**config.mk**
```make
export PLATFORM = sky130hd
export DESIGN_NAME = alu_issue_stage
export DESIGN_NICKNAME = d
export VERILOG_FILES = /design/src/rtl/alu_pkg.sv /design/src/rtl/alu_issue_stage_alu_ct_decode.sv /design/src/rtl/alu_issue_stage.sv
export SDC_FILE = /design/constraint.sdc
export NUM_CORES = 1
export LEC_CHECK = 0
export ABC_AREA = 1
export CAP_MARGIN = 25
export CORE_ASPECT_RATIO = 0.5
export CORE_MARGIN = 5
export CORE_UTILIZATION = 35
export CTS_CLUSTER_SIZE = 8
export DETAILED_ROUTE_END_ITERATION = 8
export GPL_ROUTABILITY_DRIVEN = 0
export GPL_TIMING_DRIVEN = 0
export SLEW_MARGIN = 15
export SYNTH_ARGS = -nofsm -noshare
export SYNTH_HDL_FRONTEND = slang
export SYNTH_SLANG_ARGS = --single-unit
```
**constraint.sdc**
```tcl
create_clock -name clk -period 5.4 [get_ports clk]
set_input_delay 1.08 -clock clk [delete_from_list [all_inputs] [get_ports clk]]
set_output_delay 1.08 -clock clk [all_outputs]
set_load 0.02 [all_outputs]
```
**src/rtl/alu_pkg.sv**
```systemverilog
`default_nettype none
// ============================================================================
//  Module      : alu_pkg
//  Description : Shared ALU control codes, MIPS-subset opcode/funct constants
//                and the decoded issue-entry record passed from the decoder
//                to the issue stage.
//  Contents    : ALU_* control codes, OP_* opcodes, FUNCT_* R-type functs,
//                ISSUE_DATA_W operand width, issue_entry_t.
//  Revision    : 1.0 - initial release
// ============================================================================
package alu_pkg;

   // Operand width carried in an issue entry; alu_issue_stage.DATA_W must match.
   localparam int unsigned ISSUE_DATA_W = 32;

   // ALU control codes
   localparam logic [3:0] ALU_AND = 4'b0000;
   localparam logic [3:0] ALU_OR  = 4'b0001;
   localparam logic [3:0] ALU_ADD = 4'b0010;
   localparam logic [3:0] ALU_SUB = 4'b0110;
   localparam logic [3:0] ALU_SLT = 4'b0111;

   // Primary opcodes (instr[31:26])
   localparam logic [5:0] OP_RTYPE = 6'b000000;
   localparam logic [5:0] OP_LW    = 6'b100011;
   localparam logic [5:0] OP_SW    = 6'b101011;
   localparam logic [5:0] OP_ADDI  = 6'b001000;
   localparam logic [5:0] OP_BEQ   = 6'b000100;

   // R-type function codes (instr[5:0])
   localparam logic [5:0] FUNCT_ADD = 6'b100000;
   localparam logic [5:0] FUNCT_SUB = 6'b100010;
   localparam logic [5:0] FUNCT_AND = 6'b100100;
   localparam logic [5:0] FUNCT_OR  = 6'b100101;
   localparam logic [5:0] FUNCT_SLT = 6'b101010;

   typedef struct packed {
      logic [3:0]              alu_ct;
      logic [ISSUE_DATA_W-1:0] src1;
      logic [ISSUE_DATA_W-1:0] src2;
      logic                    illegal;
   } issue_entry_t;

endpackage : alu_pkg
`default_nettype wire

```
**src/rtl/alu_issue_stage_alu_ct_decode.sv**
```systemverilog
`default_nettype none
// ============================================================================
//  Module      : alu_ct_decode
//  Description : Purely combinational decode of a MIPS-subset instruction and
//                its register operands into an ALU issue entry.
//  Ports       : instr_i   - instruction word
//                rs_data_i - register rs value
//                rt_data_i - register rt value
//                entry_o   - decoded {alu_ct, src1, src2, illegal}
//  Revision    : 1.0 - initial release
// ============================================================================
module alu_ct_decode
   import alu_pkg::*;
(
   input  logic [ISSUE_DATA_W-1:0] instr_i,
   input  logic [ISSUE_DATA_W-1:0] rs_data_i,
   input  logic [ISSUE_DATA_W-1:0] rt_data_i,
   output issue_entry_t            entry_o
);

   logic [5:0]              w_op;
   logic [5:0]              w_funct;
   logic [ISSUE_DATA_W-1:0] w_imm_sext;
   logic                    w_illegal;
   logic [3:0]              w_ct;
   logic [ISSUE_DATA_W-1:0] w_src2;

   // Register-number fields are resolved upstream by the register file.
   logic w_unused_fields;
   assign w_unused_fields = ^instr_i[25:16];

   assign w_op       = instr_i[31:26];
   assign w_funct    = instr_i[5:0];
   assign w_imm_sext = {{(ISSUE_DATA_W-16){instr_i[15]}}, instr_i[15:0]};

   always_comb begin
      w_illegal = 1'b0;
      w_ct      = ALU_AND;
      w_src2    = rt_data_i;
      case (w_op)
         OP_RTYPE: begin
            case (w_funct)
               FUNCT_ADD: w_ct = ALU_ADD;
               FUNCT_SUB: w_ct = ALU_SUB;
               FUNCT_AND: w_ct = ALU_AND;
               FUNCT_OR:  w_ct = ALU_OR;
               FUNCT_SLT: w_ct = ALU_SLT;
               default:   w_illegal = 1'b1;
            endcase
         end
         OP_LW, OP_SW, OP_ADDI: begin
            w_ct   = ALU_ADD;
            w_src2 = w_imm_sext;
         end
         OP_BEQ:  w_ct = ALU_SUB;
         default: w_illegal = 1'b1;
      endcase
   end

   // Illegal entries carry all-zero operands so nothing stale reaches the ALU.
   always_comb begin
      entry_o.illegal = w_illegal;
      entry_o.alu_ct  = w_illegal ? ALU_AND : w_ct;
      entry_o.src1    = w_illegal ? '0 : rs_data_i;
      entry_o.src2    = w_illegal ? '0 : w_src2;
   end

endmodule : alu_ct_decode
`default_nettype wire

```
**src/rtl/alu_issue_stage.sv**
```systemverilog
`default_nettype none
// ============================================================================
//  Module      : alu_issue_stage
//  Description : ID/EX-style issue register for the ALU. Decodes the accepted
//                instruction, holds it behind a valid/ready handshake with a
//                2-entry skid buffer, supports flush, and counts illegal
//                instructions (saturating).
//  Ports       : clk, rst (async, active-high), flush_i
//                in_valid_i / in_ready_o        - upstream handshake
//                instr_i, rs_data_i, rt_data_i  - instruction and operands
//                out_valid_o / out_ready_i      - downstream handshake
//                alu_ct_o, alu_src1_o, alu_src2_o, illegal_o - output entry
//                illegal_cnt_o                  - saturating illegal count
//  Revision    : 1.0 - initial release
// ============================================================================
module alu_issue_stage
   import alu_pkg::*;
#(
   parameter int DATA_W = 32,   // must equal alu_pkg::ISSUE_DATA_W
   parameter int CNT_W  = 8
) (
   input  logic              clk,
   input  logic              rst,
   input  logic              flush_i,
   input  logic              in_valid_i,
   output logic              in_ready_o,
   input  logic [DATA_W-1:0] instr_i,
   input  logic [DATA_W-1:0] rs_data_i,
   input  logic [DATA_W-1:0] rt_data_i,
   output logic              out_valid_o,
   input  logic              out_ready_i,
   output logic [3:0]        alu_ct_o,
   output logic [DATA_W-1:0] alu_src1_o,
   output logic [DATA_W-1:0] alu_src2_o,
   output logic              illegal_o,
   output logic [CNT_W-1:0]  illegal_cnt_o
);

   localparam logic [1:0] ST_EMPTY = 2'd0;
   localparam logic [1:0] ST_ONE   = 2'd1;
   localparam logic [1:0] ST_FULL  = 2'd2;

   localparam logic [CNT_W-1:0] CNT_MAX = {CNT_W{1'b1}};
   localparam logic [CNT_W-1:0] CNT_ONE = {{(CNT_W-1){1'b0}}, 1'b1};

   logic [1:0]       state_q, state_d;
   issue_entry_t     main_q, main_d;
   issue_entry_t     skid_q, skid_d;
   logic             in_ready_q, in_ready_d;
   logic             out_valid_q, out_valid_d;
   logic [CNT_W-1:0] cnt_q, cnt_d;

   issue_entry_t     w_dec;
   logic             w_in_xfer;
   logic             w_out_xfer;

   alu_ct_decode u_decode (
      .instr_i   (instr_i),
      .rs_data_i (rs_data_i),
      .rt_data_i (rt_data_i),
      .entry_o   (w_dec)
   );

   assign w_in_xfer  = in_valid_i && in_ready_q;
   assign w_out_xfer = out_valid_q && out_ready_i;

   // ---------------------------------------------------------------- state reg
   always_ff @(posedge clk or posedge rst) begin
      if (rst) begin
         state_q     <= ST_EMPTY;
         main_q      <= '0;
         skid_q      <= '0;
         in_ready_q  <= 1'b1;
         out_valid_q <= 1'b0;
         cnt_q       <= '0;
      end else begin
         state_q     <= state_d;
         main_q      <= main_d;
         skid_q      <= skid_d;
         in_ready_q  <= in_ready_d;
         out_valid_q <= out_valid_d;
         cnt_q       <= cnt_d;
      end
   end

   // --------------------------------------------------------------- next state
   always_comb begin
      state_d = state_q;
      case (state_q)
         ST_EMPTY: if (w_in_xfer) state_d = ST_ONE;
         ST_ONE: begin
            if (w_in_xfer && !w_out_xfer)      state_d = ST_FULL;
            else if (!w_in_xfer && w_out_xfer) state_d = ST_EMPTY;
         end
         ST_FULL:  if (w_out_xfer) state_d = ST_ONE;
         default:  state_d = ST_EMPTY;
      endcase
      if (flush_i) state_d = ST_EMPTY;
   end

   // ------------------------------------------------------ datapath / outputs
   always_comb begin
      main_d = main_q;
      skid_d = skid_q;
      case (state_q)
         ST_EMPTY: if (w_in_xfer) main_d = w_dec;
         ST_ONE: begin
            // Entry arriving while main is still held parks in skid.
            if (w_in_xfer && w_out_xfer) main_d = w_dec;
            else if (w_in_xfer)          skid_d = w_dec;
         end
         ST_FULL:  if (w_out_xfer) main_d = skid_q;
         default: ;
      endcase

      in_ready_d  = (state_d != ST_FULL);
      out_valid_d = (state_d != ST_EMPTY);

      // Counted on acceptance, so a simultaneous flush does not hide it.
      cnt_d = cnt_q;
      if (w_in_xfer && w_dec.illegal && (cnt_q != CNT_MAX))
         cnt_d = cnt_q + CNT_ONE;
   end

   assign in_ready_o    = in_ready_q;
   assign out_valid_o   = out_valid_q;
   assign alu_ct_o      = main_q.alu_ct;
   assign alu_src1_o    = main_q.src1;
   assign alu_src2_o    = main_q.src2;
   assign illegal_o     = main_q.illegal;
   assign illegal_cnt_o = cnt_q;

endmodule : alu_issue_stage
`default_nettype wire
```
# Yosys cells after proc, flatten, opt, wreduce, memory -nomap -nowiden
# Cells that the tools add are included.
dict set report word_totals {
  out_inout_bits 79
  ff_bits 150
  elab_cells 66
  input_bits 101
}
dict set report classes {
  n_eq_ne 16
  add_sub_neg 1
  n_mux 18
  reduce_logical 18
  bitwise 1
}
# op count
set op_table {}
lappend op_table {{2-to-1 mux 69 bit} 3}
lappend op_table {{case mux 69 bit (3 select lines)} 1}
lappend op_table {{2-to-1 mux 32 bit} 3}
lappend op_table {{== test 6 bit, second input constant} 7}
lappend op_table {{case mux 3 bit (4 select lines)} 1}
lappend op_table {{case mux 4 bit (3 select lines)} 1}
lappend op_table {{2-to-1 mux 2 bit} 5}
lappend op_table {{adder 8 x 1 -> 8 bit, second input constant} 1}
lappend op_table {{!= test 2 bit, second input constant} 4}
lappend op_table {{!= test 8 bit, second input constant} 1}
lappend op_table {{logical AND 1 bit} 7}
lappend op_table {{== test 6 x 3 -> 1 bit, second input constant} 1}
lappend op_table {{== test 6 x 4 -> 1 bit, second input constant} 1}
lappend op_table {{zero test 6 bit} 1}
lappend op_table {{case mux 2 bit (3 select lines)} 1}
lappend op_table {{OR reduction 5 bit} 1}
lappend op_table {{2-to-1 mux 4 bit} 1}
lappend op_table {{AND reduction 4 bit} 1}
lappend op_table {{OR reduction 4 bit} 1}
lappend op_table {{AND reduction 3 bit} 1}
lappend op_table {{nonzero test 3 bit} 1}
lappend op_table {{OR reduction 3 bit} 1}
lappend op_table {{== test 2 x 1 -> 1 bit, second input constant} 1}
lappend op_table {{== test 2 bit, second input constant} 1}
lappend op_table {{6 further kinds} 7}

# Longest topological paths before layout
# Gate-level depths: netlist of run 1.
dict set report depth {
  depth_word 8
  mapped_depth 11
  ltp_nobuf 10
}

# Cells and area by module
# Synthesis of run 1 repeated with hierarchy kept, for this count alone.
dict set report hier_totals {
  cells_unflattened 1113
  hier_area_um2 8034.0
}
# module seq_area_each_um2 cells_per_inst area_per_inst_um2 instances
set modules_own_cells {}
lappend modules_own_cells {alu_issue_stage 3754.9 834 6746.5 1}
lappend modules_own_cells {alu_ct_decode 0.0 279 1287.5 1}

# Least setup slack after synthesis of run 1
# Ideal clock, no wire load.
dict set report synth_path {
  kind {in2reg}
  startpoint {input instr_i[27]}
  endpoint {register main_q (netlist bit alu_src2_o[0])}
  setup_ns 0.116
  t_required_ns 5.284
  t_arrival_ns 2.139
  cell_stages 10
  setup_slack_ns 3.144
  path_cell_list {nor2_1 > nand3_1 > clkinv_1 > nand3_1 > buf_2 > buf_2 > nand3_1 > nand2_1 > nand2_1 > nand2_1}
}
dict set report synth_between {
  elab_chain_len 6
}
# item line
set synth_lines {}
lappend synth_lines {{start: declaration} alu_issue_stage.sv:27} ;# input logic [DATA_W-1:0] instr_i,
lappend synth_lines {{== test 6 x 3 -> 1 bit, or another cell as far along} alu_issue_stage_alu_ct_decode.sv:40} ;# case (w_op)
lappend synth_lines {{OR reduction 4 bit (no source line) / OR reduction 3 bit (equally long branches)} n/a}
lappend synth_lines {{case mux 1 bit (2 select lines) / 2-to-1 mux 32 bit (equally long branches)} alu_issue_stage_alu_ct_decode.sv:40}
lappend synth_lines {{2-to-1 mux 32 bit *} alu_issue_stage_alu_ct_decode.sv:65} ;# entry_o.src2 = w_illegal ? '0 : w_src2;
lappend synth_lines {{2-to-1 mux 69 bit (on tied branches)} {alu_issue_stage.sv:109, alu_issue_stage.sv:106}}
lappend synth_lines {{case mux 69 bit (3 select lines) *} alu_issue_stage.sv:105} ;# case (state_q)
lappend synth_lines {{end signal: assignment} alu_issue_stage.sv:78} ;# main_q <= main_d;
lappend synth_lines {{end: declaration} alu_issue_stage.sv:47} ;# issue_entry_t main_q, main_d;
# Mark *: on every way between the ends. The rest lies on a longest branch, timed or not. The select of a mux whose other input is x is not followed.
# A chain may end at the register's enable or synchronous reset.

# Final worst setup path of run 1
dict set report layout_path {
  startpoint {input instr_i[31]}
  endpoint {register main_q (netlist bit alu_src2_o[25])}
}
# The elaborated chain is that of the path after synthesis.

==> results.ini, run 1 <==
[status]
status = finished, final reports clean

[logic_synthesis]
avgSynthCellArea_sq_um = 7.58
yosysSeqAreaShare_pct = 51.4
syn-cell-area_sq_um = 7210
synth_top_area_share_pct = 51.0
synth_edf_count = 0
postSynthCellCount = 951
synth_seq_cells = 148
ys_top_cells_by_area = dfrtp_1 51%, nand2_1 17%, nand3_1 7.6%, nor2_1 6.1%, a21oi_1 4.1%
ys_warn_count = 0
ys_async_sr_fraction_pct = 100
synthMostInstantiatedCell = nand2_1
synthAdderAreaFrac_pct = 0.173
yosys.area_share.xor_xnor_pct = 0.850
muxShareOfSynthArea_pct = 0
ys.flop_type = dfrtp_1
yosys.area_share.simple_pct = 34.2
synth-compound-area-share_pct = 7.79
syn-num-nets = 1053
synth_area_leader_cell = dfrtp_1
synth_top_family_by_area = simple AND/OR/NAND/NOR gates
ys_types = 29
synth.top_cells.by_count = 327 x nand2_1, 147 x dfrtp_1, 118 x nor2_1, 109 x nand3_1, 59 x a21oi_1

[sta]
slew_violations = 0
setup_violations = 0
layout_min_cycle_time_ns = 3.03
fmax_ghz = 0.330
fin_worst_skew_ns = 0.0130
rsz0062_at_grt = false
worst_pin_slew_ns = 0.665
timing.slew.headroom_pct = 55.6
layout_setup_ws_ns = 2.37
fin_crit_sh_pct = 56.1
finalHoldViolations = 0

[floorplan]
core-area_sq_um = 20400
die_w_microns = 213
dieArea_sq_um = 23800
start_util_pct = 35.3
io_pins = 180
die_y_microns = 112
rows = 37

[routing]
vias = 7161
drtAntennaViolNets = 0
drc = 0
drtIter0Drc = 563
drt-total-wl_mm = 23.7
wl_per_cell_microns = 16.6
viasPerCell = 5.03
drt_first_pass_iters = 5

[finish]
finalNonFillerCells = 1425
nNetsFinal = 1241
fillCellCount = 2025
postLayoutCellArea_sq_um = 9860
drive_gt1_share_pct = 6.42
syn_to_final_growth_pct = 36.7
n_antenna_cell = 0

[clocking]
cts_tree = built
cts_buffers = 17
postCtsSetupBuffers = 0
htreeDepth = 4
root_buffer = clkbuf_16
holdBufCountCts = 0
cts_buffer_depth = 2
insertion_delay_ns = 0.43
cts.clk_slew.worst_paths_ns = 0.06
ctsResizeCount = 0
cts_num_sinks = 148

[critical_path]
arrival_ns = 3.37
worstPathMaxFanout = 10
endpoint_kind = register
required_ns = 5.74
cp-start-kind = primary input
path_class = in -> reg

[grt]
grt_pass1_wl_mm = 37.6
grt_antenna_before_repair = 0
grt_max_degree = 92
grt_overflow_total = 0
grt_pass1_vias = 7054
track_usage_pct = 19.8

[placed_design]
dp_hpwl_mm = 17.1
dp_slack_ns = 2.03
placed_area_sq_um = 9270
port_buffers = 168
place_inst = 1393

[power]
p_per_area_nw_per_um2 = 373
max-vdd-ir-drop_uv = 173
p_leak_nw = 4.93

[flow_run]
cap_violations = 0

[min_path]
hp-class = reg -> reg

-- critical path, cell delays in order --
cell and delay (ns):
clkdlybuf4s50_1 0.48, inv_1 0.04, nor2_1 0.08, nand3_1 0.47, nand2_2 0.42, nand2_2 0.16
buf_2 0.25, nand2_1 0.13, nand4_1 0.08, a21oi_1 0.16
-- final timing paths --
kind | from | endpoint | slack [ns] | cells past startpoint
worst max-delay path | instr_i[31] | alu_src2_o[25] | 2.37 | 10
worst min-delay path | alu_src1_o[28] | alu_src1_o[28] | 0.48 | 2
worst max register to register | in_ready_o | skid_q[5] | 3.37 | 7
worst min register to register | alu_src1_o[28] | alu_src1_o[28] | 0.48 | 2
max in group asynchronous | rst | skid_q[6] | 3.52 | 3
min in group asynchronous | rst | out_valid_o | 1.08 | 2
-- cell families after synthesis --
family,Yosys count
fa+ha+maj,1
other cells,1
simple gates,594
compound gates,110
flops,148
xor+xnor,7
buf+inv,90
-- metal layers --
layer  global-route usage (%)  wire length (microns)  vias to the layer above
met3                     3.97                   1470                       46
met5                        0                      0                        -
met2                     31.3                  11000                      218
met4                     5.75                    527                        0
li1                         -                      -                     3467
met1                     27.6                  10700                     3430
-- report_power, final --
group	internal (W)	total [W]	leakage (nW)	switching (W)
clock	0.000700	0.00121	0.269	0.000513
sequential	0.00129	0.00141	1.98	0.000121
combinational	0.000454	0.00105	2.68	0.000597
-- state kept, by name (all words and copies together) (netlist names) --
| name | flops |
|---|---|
| illegal_o | 1 |
| alu_src2_o | 32 |
| out_valid_o | 1 |
| illegal_cnt_o | 8 |
| alu_src1_o | 32 |
| state_q | 2 |
| skid_q | 68 |
| alu_ct_o | 3 |
| in_ready_o | 1 |
-- layout by cell type, fill, tap and decap left out, drive strengths merged, types with 4 or more instances in the layout --
master	instances
a21oi	60
buf	35
clkbuf	53
clkdlybuf4s50	168
clkinvlp	6
dfrtp	147
inv	24
nand2	330
nand3	110
nand4	31
nor2	119
nor3	4
o21ai	48
xnor2	4
-- through the flow --
stage / total power, W / TNS, ns / utilization (%) / hold slack [ns]
3_3_place_gp: 0.00247 / -275.54 / 45.2 / 0.462
5_1_grt: 0.00385 / 0 / 48.3 / 0.487
6_report: 0.00367 / 0 / 48.3 / 0.477
4_1_cts: 0.00369 / 0 / 48.3 / 0.482
3_5_place_dp: 0.00248 / 0 / 45.4 / 0.460
2_1_floorplan: 0.00197 / 0 / - / 0.444
-- final cells by class --
| type | instances | area [sq um] | share of cell area, % |
|---|---|---|---|
| Sequential cell | 148 | 3700 | 37.6 |
| Multi-Input combinational cell | 713 | 3110 | 31.5 |
| Timing Repair Buffer | 169 | 1710 | 17.3 |
| Clock buffer | 19 | 443 | 4.49 |
| Tap cell | 273 | 342 | 3.46 |
| Buffer | 68 | 315 | 3.20 |
| Clock inverter | 13 | 149 | 1.51 |
| Inverter | 22 | 90.1 | 0.913 |
Note: power is estimated with default switching activity, not from simulation.
==> run 2, diff against run 1 <==
==> constraint.sdc (replaced) <==
create_clock -name clk -period 3 [get_ports clk]
set_input_delay 0.6 -clock clk [delete_from_list [all_inputs] [get_ports clk]]
set_output_delay 0.6 -clock clk [all_outputs]
set_load 0.02 [all_outputs]
==> results.ini, run 2 (synthesized netlist as in run 1, its figures left out) <==
[status]
status = finished, final reports clean  ; unchanged

[placed_design]
place_inst = 1396  ; was 1393
dp_hpwl_mm = 17.1  ; about the same
port_buffers = 168  ; unchanged
placed_area_sq_um = 9320  ; was 9270 sq um

[grt]
grt_pass1_wl_mm = 37.7  ; was 37.6 mm
track_usage_pct = 19.9  ; was 19.8%
grt_overflow_total = 0  ; unchanged
grt_pass1_vias = 7058  ; was 7054
grt_max_degree = 36  ; was 92
grt_antenna_before_repair = 0  ; unchanged

[floorplan]
core-area_sq_um = 20400  ; unchanged
start_util_pct = 35.3  ; unchanged
die_w_microns = 213  ; unchanged
die_y_microns = 112  ; unchanged
dieArea_sq_um = 23800  ; unchanged
rows = 37  ; unchanged
io_pins = 180  ; unchanged

[finish]
largest_reg_flops = 68  ; unchanged
multiInputGateArea_sq_um = 3110  ; unchanged
final_common_cell = nand2_1  ; unchanged
mostFrequentLayoutCells = 327 x nand2_1, 168 x clkdlybuf4s50_1, 147 x dfrtp_1, 118 x nor2_1, 109 x nand3_1  ; unchanged
postLayoutCellArea_sq_um = 9970  ; was 9860 sq um
regMostFlops = skid_q  ; unchanged
final_util_pct = 48.8  ; was 48.3%
nNetsFinal = 1244  ; was 1241
n_antenna_cell = 0  ; unchanged
drive_gt1_share_pct = 6.67  ; was 6.42%
fillCellCount = 2002  ; was 2025
finalNonFillerCells = 1428  ; was 1425
syn_to_final_growth_pct = 38.2  ; was 36.7%
seqCellArea_sq_um = 3700  ; unchanged

[routing]
wl_per_cell_microns = 16.5  ; was 16.6 microns
drc = 0  ; unchanged
viasPerCell = 5.03  ; about the same
vias = 7184  ; was 7161
drtIter0Drc = 492  ; was 563
drt-total-wl_mm = 23.6  ; was 23.7 mm
drt_first_pass_iters = 7  ; was 5
drtAntennaViolNets = 0  ; unchanged

[clocking]
ctsResizeCount = 0  ; unchanged
postCtsSetupBuffers = 0  ; unchanged
cts_buffer_depth = 2  ; unchanged
htreeDepth = 4  ; unchanged
cts_num_sinks = 148  ; unchanged
cts_buffers = 17  ; unchanged
holdBufCountCts = 0  ; unchanged
insertion_delay_ns = 0.43  ; about the same
cts.clk_slew.worst_paths_ns = 0.06  ; about the same
root_buffer = clkbuf_16  ; unchanged
cts_tree = built  ; unchanged

[critical_path]
endpoint_kind = register  ; unchanged
cp-start-kind = primary input  ; unchanged
worstPathMaxFanout = 10  ; unchanged
arrival_ns = 2.78  ; was 3.37 ns
path_class = in -> reg  ; unchanged
required_ns = 3.31  ; was 5.74 ns

[sta]
layout_min_cycle_time_ns = 2.47
slew_violations = 0  ; unchanged
timing.slew.headroom_pct = 56.9  ; was 55.6%
finalHoldViolations = 0  ; unchanged
rsz0062_at_grt = false  ; unchanged
fin_crit_sh_pct = 82.4
setup_violations = 0  ; unchanged
fmax_ghz = 0.404
fin_worst_skew_ns = 0.0130  ; about the same
worst_pin_slew_ns = 0.646  ; was 0.665 ns

[flow_run]
cap_violations = 0  ; unchanged

[power]
p_per_area_nw_per_um2 = 682  ; was 373 nW/um^2
p_leak_nw = 4.99  ; was 4.93 nW
max-vdd-ir-drop_uv = 362  ; was 173 uV

[min_path]
hp-class = reg -> reg  ; unchanged

run 2: cell count changes in the layout (fill, tap and decap cells not counted):
cell	change
clkinv_2	+3
inv_6	-4
bufinv_16	+3
clkinvlp_4	-3
buf_16	-1
inv_8	-1
buf_12	+4
clkinv_4	+2
run 2: area by class of cell:
class                           count  share of cell area, %
Tap cell                          273                   3.43
Inverter                           22                  0.866
Clock inverter                     13                   2.07
Clock buffer                       19                   4.44
Buffer                             68                   3.16
Sequential cell                   148                   37.2
Timing Repair Buffer              172                   17.7
Multi-Input combinational cell    713                   31.2
run 2: report_power, final:
group	total, W	internal [W]	switching (W)	leakage (nW)
combinational	0.00190	0.000823	0.00107	2.70
sequential	0.00254	0.00232	0.000217	1.98
clock	0.00236	0.00150	0.000862	0.313
run 2: path summary, 6_finish.rpt:
path / startpoint / endpoint / slack [ns] / cells after the start
setup / recovery: instr_i[28] / alu_src2_o[18] / 0.53 / 11
hold / removal: alu_src1_o[12] / alu_src1_o[12] / 0.48 / 2
setup reg to reg: in_ready_o / skid_q[1] / 0.96 / 7
hold reg to reg: alu_src1_o[12] / alu_src1_o[12] / 0.48 / 2
max in group asynchronous: rst / alu_src1_o[26] / 1.58 / 4
min in group asynchronous: rst / alu_src1_o[23] / 0.60 / 2
run 2: worst max-delay path, stage by stage:
cell	delay, ns
clkdlybuf4s50_1	0.51
inv_1	0.07
nand3_1	0.41
nand2_2	0.28
nand2_2	0.21
buf_2	0.31
nand2_1	0.11
nand3_1	0.10
nand2_1	0.05
nand2_1	0.08
nand2_1	0.05
run 2: layer usage:
metal  part of all wire [%]  GRT usage [%]
met3                    5.4           3.91
met4                    1.6           5.24
met2                     46           31.1
met1                     47           28.5
met5                      0              0
run 2: metrics by stage:
step	worst slack, ns	power (W)	TNS, ns	hold slack [ns]
global route	0.363	0.00715	0	0.493
detailed placement	0.107	0.00448	0	0.463
finish	0.527	0.00680	0	0.476
CTS	0.554	0.00686	0	0.481
global placement	-0.855	0.00445	-124.78	0.462
floorplan	0.540	0.00355	0	0.444
